$ cat src/rtl/grf_scoreboard.sv
// Pending-writer scoreboard for the general register file: one saturating counter per register.
// Define SCOREBOARD_WB_BYPASS_EN to clear busy in the same cycle the last pending write retires.
module grf_scoreboard #(
  parameter int REG_MAX = 32,
  parameter int CNT_W   = 2
) (
  input  logic       clk,
  input  logic       reset,
  input  logic       issueValid,
  input  logic [4:0] issueAddr,
  output logic       issueReady,
  input  logic       wbValid,
  input  logic [4:0] wbAddr,
  input  logic       flush,
  input  logic [4:0] rsAddr,
  input  logic [4:0] rtAddr,
  output logic       rsBusy,
  output logic       rtBusy,
  output logic       stall,
  output logic [7:0] pendingTotal,
  output logic       errUnderflow
);

  localparam logic [CNT_W-1:0] CNT_MAX = '1;
  localparam logic [CNT_W-1:0] CNT_ONE = CNT_W'(1);

  logic [CNT_W-1:0] cnt_q [REG_MAX];
  logic [CNT_W-1:0] cnt_d [REG_MAX];
  logic [7:0]       total_q, total_d;
  logic             err_q, err_d;

  logic             issue_acc_s, wb_acc_s, same_addr_s, inc_s, dec_s;
  logic [CNT_W-1:0] issue_cnt_s, wb_cnt_s, rs_cnt_s, rt_cnt_s;
  logic             rs_busy_s, rt_busy_s;

  // Issue acceptance and write-back qualification
  always_comb begin
    issue_cnt_s = cnt_q[issueAddr];
    wb_cnt_s    = cnt_q[wbAddr];
    wb_acc_s    = wbValid && (wbAddr != 5'd0);
    same_addr_s = wb_acc_s && (wbAddr == issueAddr);
    // A same-cycle retire to the issuing register frees a slot even when saturated.
    issueReady  = (issue_cnt_s != CNT_MAX) || same_addr_s;
    issue_acc_s = issueValid && issueReady && (issueAddr != 5'd0);
    inc_s       = issue_acc_s && !same_addr_s;
    dec_s       = wb_acc_s && !(issue_acc_s && same_addr_s) && (wb_cnt_s != '0);
  end

  // Next-state for counters, running total and sticky underflow flag
  always_comb begin
    cnt_d   = cnt_q;
    total_d = total_q;
    err_d   = err_q;
    if (inc_s) begin
      cnt_d[issueAddr] = issue_cnt_s + CNT_ONE;
    end else begin
      cnt_d[issueAddr] = cnt_d[issueAddr];
    end
    if (dec_s) begin
      cnt_d[wbAddr] = wb_cnt_s - CNT_ONE;
    end else begin
      cnt_d[wbAddr] = cnt_d[wbAddr];
    end
    if (wb_acc_s && (wb_cnt_s == '0) && !(issue_acc_s && same_addr_s)) begin
      err_d = 1'b1;
    end else begin
      err_d = err_q;
    end
    case ({inc_s, dec_s})
      2'b10:   total_d = total_q + 8'd1;
      2'b01:   total_d = total_q - 8'd1;
      default: total_d = total_q;
    endcase
    if (flush) begin
      for (int i = 0; i < REG_MAX; i++) begin
        cnt_d[i] = '0;
      end
      total_d = 8'd0;
    end else begin
      total_d = total_d;
    end
  end

  // State registers, cleared asynchronously by reset
  always_ff @(posedge clk or posedge reset) begin
    if (reset) begin
      for (int i = 0; i < REG_MAX; i++) begin
        cnt_q[i] <= '0;
      end
      total_q <= 8'd0;
      err_q   <= 1'b0;
    end else begin
      cnt_q   <= cnt_d;
      total_q <= total_d;
      err_q   <= err_d;
    end
  end

  // Operand busy query; register 0 always holds a zero count
  always_comb begin
    rs_cnt_s  = cnt_q[rsAddr];
    rt_cnt_s  = cnt_q[rtAddr];
    rs_busy_s = (rs_cnt_s != '0);
    rt_busy_s = (rt_cnt_s != '0);
`ifdef SCOREBOARD_WB_BYPASS_EN
    if (wbValid && (wbAddr == rsAddr) && (rs_cnt_s == CNT_ONE)) begin
      rs_busy_s = 1'b0;
    end else begin
      rs_busy_s = rs_busy_s;
    end
    if (wbValid && (wbAddr == rtAddr) && (rt_cnt_s == CNT_ONE)) begin
      rt_busy_s = 1'b0;
    end else begin
      rt_busy_s = rt_busy_s;
    end
`else
    rs_busy_s = rs_busy_s;
    rt_busy_s = rt_busy_s;
`endif
  end

  assign rsBusy       = rs_busy_s;
  assign rtBusy       = rt_busy_s;
  assign stall        = rs_busy_s || rt_busy_s || (issueValid && !issueReady);
  assign pendingTotal = total_q;
  assign errUnderflow = err_q;

endmodule

$ cat config.mk
export PLATFORM = sky130hd
export DESIGN_NAME = grf_scoreboard
export DESIGN_NICKNAME = d
export VERILOG_FILES = /design/src/rtl/grf_scoreboard.sv
export SDC_FILE = /design/constraint.sdc
export NUM_CORES = 1
export LEC_CHECK = 0
export ABC_AREA = 1
export BUFFER_PORTS_ARGS = -buffer_cell sky130_fd_sc_hd__buf_2
export CAP_MARGIN = 20
export CORE_MARGIN = 1.5
export CORE_UTILIZATION = 45
export CTS_CLUSTER_SIZE = 24
export DETAILED_ROUTE_END_ITERATION = 10
export PLACE_DENSITY = 0.61
export SKIP_LAST_GASP = 1
export SYNTH_ARGS = -nofsm -noshare
export SYNTH_HDL_FRONTEND = slang
export SYNTH_SLANG_ARGS = --single-unit
$ cat constraint.sdc
create_clock -name clk -period 5.94 [get_ports clk]
set_input_delay 0.297 -clock clk [delete_from_list [all_inputs] [get_ports clk]]
set_output_delay 0.297 -clock clk [all_outputs]
set_load 0.03 [all_outputs]
==> results of run 1 <==
## synthesized netlist by cell type (2+ instances only)
cell,instances,area share [%]
a22oi_1,8,0.79
nor2_4,3,0.45
buf_1,12,0.60
inv_2,44,2.2
nand2_1,329,16
nor2_1,205,10
nor3_2,3,0.40
nand3_1,148,9.8
o311ai_0,30,3.5
inv_1,175,8.7
nand4_1,5,0.41
ha_1,6,0.99
dfrtp_1,73,24
nor3_1,4,0.26
xnor2_1,3,0.35
buf_4,3,0.30
o22ai_1,53,4.4
o21ai_1,104,6.9
nor2_2,3,0.25
o21ai_0,58,3.8
clkbuf_1,28,1.4
nand3_2,2,0.26
a21oi_1,15,0.99
o2111a_1,2,0.30
nand2_2,2,0.17
buf_2,18,1.2
## layout by cell type, fill, tap and decap left out, drive strengths merged
| master | count |
|---|---|
| o22ai | 53 |
| buf | 47 |
| dfrtp | 73 |
| bufinv | 2 |
| o2111a | 2 |
| clkinvlp | 1 |
| a21oi | 15 |
| ha | 6 |
| nor2 | 211 |
| or2 | 1 |
| o21ai | 163 |
| o211ai | 1 |
| nand4 | 5 |
| inv | 218 |
| nand2 | 331 |
| a21o | 1 |
| o311ai | 30 |
| o2111ai | 1 |
| a22oi | 8 |
| xnor2 | 3 |
| o21bai | 1 |
| clkbuf | 11 |
| nand3 | 150 |
| clkinv | 3 |
| or3 | 1 |
| nor3 | 7 |
| a31oi | 1 |
| nand3b | 1 |
## power by group through the flow
stage / registers, W / clock network, W / logic [W]
2_1_floorplan: 0.000666 / 0 / 0.000706
3_3_place_gp: 0.000677 / 0 / 0.000966
3_5_place_dp: 0.000674 / 0 / 0.000966
4_1_cts: 0.000667 / 0.000642 / 0.000971
5_1_grt: 0.000679 / 0.000657 / 0.00110
6_report: 0.000671 / 0.000631 / 0.000989
## flip-flops by register name, indices dropped and copies added, names as in the netlist
register,flops
errUnderflow,1
pendingTotal,8
cnt_q,64
## cells by family after synthesis
| group | count (synthesis) | share of synthesized area [%] |
|---|---|---|
| fa+ha+maj | 6 | 0.9924 |
| buf+inv | 281 | 14.49 |
| xor+xnor | 3 | 0.3474 |
| simple gates | 707 | 38.75 |
| compound gates | 276 | 21.27 |
| flops | 73 | 24.15 |
## per-layer routing
layer / global-route usage, % / share of wire, % / vias to the layer above / wire (µm)
met3: 7.241 / 9.5 / 73 / 2611
met4: 10.26 / 3.1 / 0 / 843
met2: 48.57 / 44 / 443 / 11990
met5: 0 / 0 / - / 0
met1: 42.40 / 44 / 4058 / 12050
li1: - / - / 4386 / -
## per-stage QoR
step                      power, W  instances  worst slack [ps]
final                     0.002290       1567              1527
after global routing      0.002432       1567              1296
after CTS                 0.002279       1566              1702
after detailed placement  0.001641       1550              1350
after global placement    0.001643       1550              1353
after floorplan           0.001372       1346              2746
## how the worst max path moves through the flow
stage	to	slack [ps]	cells past startpoint
floorplan	pendingTotal[6]$_DFFE_PP0P_	2750	21
global placement	cnt_q[6]$_DFF_PP0_	1350	20
detailed placement	cnt_q[44]$_DFF_PP0_	1350	20
CTS	cnt_q[44]$_DFF_PP0_	1700	20
global route	cnt_q[60]$_DFF_PP0_	1300	20
finish	cnt_q[44]$_DFF_PP0_	1530	20
## final cells by class
type | count | area, µm² | area share [%]
Multi-Input combinational cell | 992 | 4642 | 56.76
Clock inverter | 5 | 77.57 | 0.9486
Sequential cell | 73 | 1827 | 22.34
Clock buffer | 11 | 252.7 | 3.091
Tap cell | 220 | 275.3 | 3.366
Timing Repair Buffer | 47 | 280.3 | 3.427
Inverter | 219 | 823.3 | 10.07
## critical path, delay by kind of cell
kind	cells	cell delay, ps
AOI/OAI and AO/OA	1	260
and+or+nand+nor	15	2770
adders and majority gates	1	290
buffers and inverters	3	970
==> results.ini, run 1 <==
[status]
outcome=completed

[yosys]
synth-edff-count=0
syn_area_per_cell_um2=5.620
synth_fp_nets=1377
synth_seq_cells=73
yosysWarnings=0
syn_area_mm2=0.007565
synth-async-reset-ratio_pct=100.0
yosysSeqAreaShare_pct=24.15
netlist-cell-type-count=36
ys.flop_type=dfrtp_1
synth_cells=1346

[finish]
fillers=1774
final_core_util_pct=49.49
final_area_mm2=0.008178
drive_gt1_share_pct=9.131
diodes=0
area_growth_pct=8.104
nets=1373

[power_and_ir_drop]
p_switching_w=0.001014
internal_power_w=0.001277
ir_drop_v=0.0001796
swShare_pct=44.26
pwr-share-comb_pct=43.2
p_leak_nw=4.009
seq_power_share_pct=29.3
pwr-share-clk_pct=27.5
power_density_mw_per_mm2=280.1

[job]
max_cap_violations=0

[global_route]
grt_overflow=0
grt_pass1_wl_mm=42.84
grt_pass1_vias=7760
grt_usage_pct=31.09
antenna_found_initial=0
grt_start_max_net_pins=94

[detailed_routing]
firstDrtPassIters=6
drt-initial-drc-count=1267
wl_mm=27.50
vias=8960
antenna_left=0
vias_per_cell=5.718
drc=0
detail_route.wl_per_cell_um=17.55

[cts]
cts_root_buffer=clkbuf_16
cts_setup_buffers=0
clk_pin_slew_ps=60
htree_num_levels=3
postCtsHoldBufs=0
tritoncts=done
cts_buffers=9
clock_latency_ps=360
cts.sinks=73
cts_max_path_buffers=2
cts_resized=0

[timing]
slew_headroom_pct=33.58
final.period_utilization_pct=74.29
min_period_ps=4413
fmax_mhz=226.6
setup_tns_ps=0
holdWs_ps=1.361
hold_viol_final=0
fin_skew_ps=8.730
finalSetupViolations=0
worstMarginPinSlew_ps=995.2
drv_slew=0
rsz0062_at_grt=false

[placement]
dpl_cell_area_mm2=0.007820
numPortBuffers=37
hpwl_mm=18.15
gp_congestion=1.013

[floorplan]
num_rows=47
core_mm2=0.01652
ios=38
die_w_um=132.7
die_h_um=132.7
initial_core_util_pct=45.78
dieArea_mm2=0.01760

[critical_path]
cp_common_cell=nand2_1
critPathArrivalTime_ps=4620
end_kind=flop
r2r_end=cnt_q[44]$_DFF_PP0_
cp_cell_sequence=buf_2, nand2_1, inv_1, a22oi_1, nand2_1, nand2_1, nand2_1, nor2_1, nand3_1, ha_1, nor2_1, nand2_2, inv_2, nand2_2, nand3_1, nand3_1, nand2_1, nand2_1, nand2_1, nor2_1
r2r_cells=16
crit_path_top_delay_cell=nand2_1
worst-setup-path-type=input pin to flop
r2r_slack_ps=1870
startpoint=issueAddr[0]
crit_path_start_kind=input pin
cp.required_ps=6150
cp_max_fo=31
cpPeakStageDelay_ps=670
rr_startpoint=cnt_q[15]$_DFF_PP0_

[worst_hold_path]
hold_class=input pin to async pin

No activity file was read; power rests on OpenSTA's default activity.
==> inputs of run 2 (changes only) <==
Settings changed: PLACE_DENSITY 0.61 to 0.63.
Clock period 5.94 ns to 3.7 ns, I/O delays scaled along.
==> run 2 against run 1 <==
  * The run now ends with hold timing left
  * Combinational power is 64% higher
  * Final cell count is 0.83% higher
  * Critical path depth is the same
  * Die area did not move
  * Worst setup slack worse by 1100 ps
  * Total power grew 57%
  * Clock skew is 1.4 ps higher
  * Design area grew 0.75%
  * Largest cell class unchanged
  * Highest routed layer unchanged
==> results.ini, run 2 (synthesis results as in run 1) <==
[detailed_routing]
firstDrtPassIters=8
vias=8945
drt-initial-drc-count=866
drc=0
wl_mm=27.65
vias_per_cell=5.661
detail_route.wl_per_cell_um=17.50
antenna_left=0

[finish]
final_cell_mix=nand2_1, nor2_1, inv_1
final_common_cell=nand2_1
top_register=cnt_q
largest_reg_flops=64
final_area_mm2=0.008239
diodes=0
nets=1386
layoutNonFillerInstCount=1580
area_growth_pct=8.915
drive_gt1_share_pct=9.853
fillers=1840

[placement]
dpl_cell_area_mm2=0.007950
placed_cells=1564
post-place-ws_ps=207.8
numPortBuffers=37
hpwl_mm=19.40
gp_congestion=0.9845

[global_route]
grt_usage_pct=31.88
grt_pass1_wl_mm=44.26
antenna_found_initial=0
grt_pass1_vias=8226
grt_overflow=0
grt_start_max_net_pins=66

[critical_path]
crit_cells=20
cp.required_ps=4000
crit_path_end=pendingTotal[3]$_DFFE_PP0P_
r2r_slack_ps=470
crit_family=buffers and inverters
r2r_cells=18
worst-setup-path-type=input pin to flop
r2r_end=pendingTotal[3]$_DFFE_PP0P_
critPathArrivalTime_ps=3550
crit_path_top_delay_cell=inv_2
cp_num_buf_inv=7
crit_path_start_kind=input pin
rr_startpoint=cnt_q[15]$_DFF_PP0_
startpoint=wbAddr[0]
end_kind=flop
cp_max_fo=24
cp_common_cell=inv_2
cpPeakStageDelay_ps=440
cp_cell_sequence=buf_2, inv_2, nor2_1, inv_2, o22ai_1, o21ai_0, o2111ai_1, nor2_1, ha_1, inv_1, nand3_2, buf_4, nand2_1, nand3_1, inv_2, nor2_4, inv_2, a21oi_1, o21ai_1, nand2_1

[cts]
cts_resized=0
clk_pin_slew_ps=60
htree_num_levels=3
tritoncts=done
cts_setup_buffers=0
cts.sinks=73
cts_max_path_buffers=2
postCtsHoldBufs=0
cts_buffers=9
clock_latency_ps=360
cts_root_buffer=clkbuf_16

[power_and_ir_drop]
pwr-share-comb_pct=45.1
ir_drop_v=0.0002375
pwr-share-clk_pct=25.1
power_density_mw_per_mm2=436.8
p_leak_nw=4.046
swShare_pct=45.33
p_switching_w=0.001631
internal_power_w=0.001967
seq_power_share_pct=29.9

[floorplan]
die_w_um=132.7
die_h_um=132.7
initial_core_util_pct=45.78
num_rows=47
core_mm2=0.01652
ios=38
dieArea_mm2=0.01760

[timing]
fin_skew_ps=10.18
min_period_ps=3251
fmax_mhz=307.6
worst_slack_ps=448.9
final.period_utilization_pct=87.87
slew_headroom_pct=32.20
rsz0062_at_grt=false
holdWs_ps=-30.49
worstMarginPinSlew_ps=1016
hold_viol_final=44
setup_tns_ps=0
drv_slew=0
finalSetupViolations=0

[status]
outcome=finished with violations
violations=hold timing

[job]
max_cap_violations=0

[worst_hold_path]
hold_class=input pin to async pin

[run 2: changes by cell type in the layout (fill, tap and decap cells not counted)]
cell / previous run / this run
buf_4: 9 / 21
buf_12: 0 / 2
clkbuf_1: 0 / 2
clkbuf_8: 2 / 0
buf_16: 1 / 0
bufinv_16: 2 / 1
clkinv_4: 0 / 1
[run 2: power groups by stage]
stage                     registers, W  logic [W]  clock network (W)
after global routing           0.00109    0.00180           0.000941
final                          0.00107    0.00162           0.000902
after floorplan                0.00107    0.00113                  0
after global placement         0.00108    0.00158                  0
after detailed placement       0.00108    0.00159                  0
after CTS                      0.00107    0.00160           0.000919
[run 2: worst min-delay path by stage]
stage | from | endpoint
6_report | reset | pendingTotal[1]$_DFFE_PP0P_
5_1_grt | reset | cnt_q[7]$_DFF_PP0_
4_1_cts | reset | pendingTotal[1]$_DFFE_PP0P_
3_5_place_dp | reset | pendingTotal[1]$_DFFE_PP0P_
3_3_place_gp | reset | cnt_q[3]$_DFF_PP0_
2_1_floorplan | flush | pendingTotal[0]$_DFFE_PP0P_
[run 2: area by class of cell]
cell class | count | area (µm²) | share of cell area [%]
Timing Repair Buffer | 60 | 382.9 | 4.647
Sequential cell | 73 | 1827 | 22.17
Tap cell | 220 | 275.3 | 3.341
Inverter | 219 | 823.3 | 9.992
Clock inverter | 5 | 56.30 | 0.6834
Clock buffer | 11 | 232.7 | 2.825
Multi-Input combinational cell | 992 | 4642 | 56.34
[run 2: through the flow]
step	power, W	hold WS, ps	util (%)
floorplan	0.002203	362.2	-
global placement	0.002665	386.5	48.11
detailed placement	0.002674	385.6	48.11
CTS	0.003589	4.374	49.86
global route	0.003836	47.67	49.86
finish	0.003599	-30.49	49.86
[run 2: worst register-to-register path: stages, from the launching register on]
cell and delay (ps):
dfrtp_1 380, inv_1 160, o22ai_1 110, o21ai_0 300, nand4_1 130, or2_2 300
ha_1 220, nor2_1 140, nand2_2 100, inv_2 160, buf_4 260, nand2_1 100
nand3_1 190, inv_2 120, nor2_4 220, inv_2 60, a21oi_1 100, o21ai_1 70
nand2_1 60
[run 2: routing by layer]
| layer | global-route usage [%] | wire [µm] | vias up |
|---|---|---|---|
| met5 | 0 | 0 | - |
| met2 | 50.84 | 12460 | 397 |
| met4 | 13.55 | 969 | 0 |
| met1 | 42.33 | 12000 | 4075 |
| met3 | 6.015 | 2223 | 79 |
| li1 | - | - | 4394 |
==> inputs of run 3 (changes only) <==
Settings changed: BUFFER_PORTS_ARGS -buffer_cell sky130_fd_sc_hd__buf_2 to default, DONT_BUFFER_PORTS from default to 1, PLACE_DENSITY 0.63 to 0.61.
==> run 3 against run 2 <==
  * The flow now finishes without violations
  * Hold slack better by 57 ps
  * Utilization down 0.86 points
  * Clock-buffer cell count did not move
  * Largest power group unchanged
  * Highest routed layer unchanged
==> results.ini, run 3 (synthesis results as in run 1) <==
[cts]
cts_max_path_buffers=2
cts.sinks=73
cts_buffers=9
htree_num_levels=3
clk_pin_slew_ps=60
clock_latency_ps=360
cts_root_buffer=clkbuf_16
tritoncts=done
cts_setup_buffers=0
cts_resized=0

[status]
outcome=completed

[finish]
nets=1348
drive_gt1_share_pct=7.337
seq_area_mm2=0.001827
multi_input_area_mm2=0.004642
final_cell_mix=nand2_1, nor2_1, inv_1
largest_reg_flops=64
diodes=0
layoutNonFillerInstCount=1542
fillers=1779
final_area_mm2=0.008098
area_growth_pct=7.046
top_register=cnt_q
final_common_cell=nand2_1

[detailed_routing]
firstDrtPassIters=7
antenna_left=0
vias_per_cell=5.755
detail_route.wl_per_cell_um=17.58
vias=8874
wl_mm=27.11
drc=0
drt-initial-drc-count=1023

[critical_path]
worst-setup-path-type=flop to flop
r2r_cells=15
cp_num_buf_inv=3
crit_path_end=cnt_q[47]$_DFF_PP0_
cp_cell_sequence=inv_1, o22ai_1, o21ai_0, nand4_1, or2_2, ha_1, buf_4, o21ai_0, nand2_1, o21ai_1, inv_2, nor2_1, o21ai_1, o21ai_1, nor2_1
cp.required_ps=3990
critPathArrivalTime_ps=3610
crit_path_top_delay_cell=ha_1
cp_common_cell=o21ai_1
cpPeakStageDelay_ps=700
r2r_slack_ps=380
crit_cells=15
crit_family=compound AO/OA/AOI/OAI gates
crit_path_start_kind=flop
startpoint=cnt_q[11]$_DFF_PP0_
cp_max_fo=18
r2r_end=cnt_q[47]$_DFF_PP0_
rr_startpoint=cnt_q[11]$_DFF_PP0_
end_kind=flop

[power_and_ir_drop]
power_density_mw_per_mm2=448.1
ir_drop_v=0.0002339
p_leak_nw=3.918

[timing]
min_period_ps=3316
final.period_utilization_pct=89.63
rsz0062_at_grt=false
slew_headroom_pct=33.23
fmax_mhz=301.5
fin_skew_ps=4.602
hold_viol_final=0
drv_slew=0
worst_slack_ps=383.7
finalSetupViolations=0
setup_tns_ps=0
worstMarginPinSlew_ps=1000

[placement]
placed_cells=1524
numPortBuffers=0
hpwl_mm=18.69
gp_congestion=1.007
dpl_cell_area_mm2=0.007730
post-place-ws_ps=343.9

[global_route]
grt_pass1_wl_mm=42.95
grt_overflow=0
grt_usage_pct=31.19
grt_start_max_net_pins=65
antenna_found_initial=0
grt_pass1_vias=7988

[job]
max_cap_violations=0

[floorplan]
num_rows=47
ios=38
core_mm2=0.01652
die_w_um=132.7
dieArea_mm2=0.01760
initial_core_util_pct=45.78
die_h_um=132.7

[worst_hold_path]
hold_class=input pin to flop

## run 3: cell count changes in the layout (fill, tap and decap cells not counted), moves of 2 or more
cell / before / now
buf_2: 37 / 0
buf_4: 21 / 19
clkbuf_1: 2 / 0
clkbuf_8: 0 / 2
## run 3: routing by layer
layer  vias to the layer above  wire (µm)  GRT usage (%)
met2                       410      11880          47.93
met4                         0       1062          14.84
met1                      4071      11690          41.43
met5                         -          0              0
met3                        69       2475          7.241
li1                       4324          -              -
## run 3: worst min path at each step
stage / endpoint / depth (start not counted) / startpoint
2_1_floorplan: pendingTotal[0]$_DFFE_PP0P_ / 3 / flush
3_3_place_gp: cnt_q[28]$_DFF_PP0_ / 1 / flush
3_5_place_dp: pendingTotal[6]$_DFFE_PP0P_ / 1 / reset
4_1_cts: pendingTotal[7]$_DFFE_PP0P_ / 3 / flush
5_1_grt: pendingTotal[4]$_DFFE_PP0P_ / 3 / flush
6_report: pendingTotal[6]$_DFFE_PP0P_ / 3 / flush
## run 3: layout make-up
type                       count  area share (%)
clock buffer                  11           3.121
clock inverter                 5          0.9580
inverter                     219           10.17
multi-input combinational    992           57.32
sequential                    73           22.56
tap                          220           3.399
timing repair buffer          22           2.472
## run 3: stage by stage
step | total power (W) | hold slack (ps) | utilization [%]
6_report | 0.003629 | 26.85 | 49.00
5_1_grt | 0.003873 | 43.80 | 49.00
4_1_cts | 0.003617 | 24.39 | 49.00
3_5_place_dp | 0.002584 | 265.3 | 46.78
3_3_place_gp | 0.002571 | 264.9 | 46.78
2_1_floorplan | 0.002203 | 362.2 | -
## run 3: where the power goes
group | internal, W | leakage, nW | total, W | switching [W]
logic | 0.000479 | 2.78 | 0.00150 | 0.00103
clock network | 0.000625 | 0.162 | 0.00101 | 0.000381
registers | 0.000932 | 0.971 | 0.00112 | 0.000186
total | 0.00204 | 3.92 | 0.00363 | 0.00159
## run 3: repair_timing
item | CTS | global route
endpoints found under the setup margin | 0 | 0
hold buffers | 2 | 0
hold endpoints to repair | 108 | 0
## run 3: worst min-delay path, stage by stage
cell	delay, ps
nor2_4	40
nand3_1	80
nand2_1	40
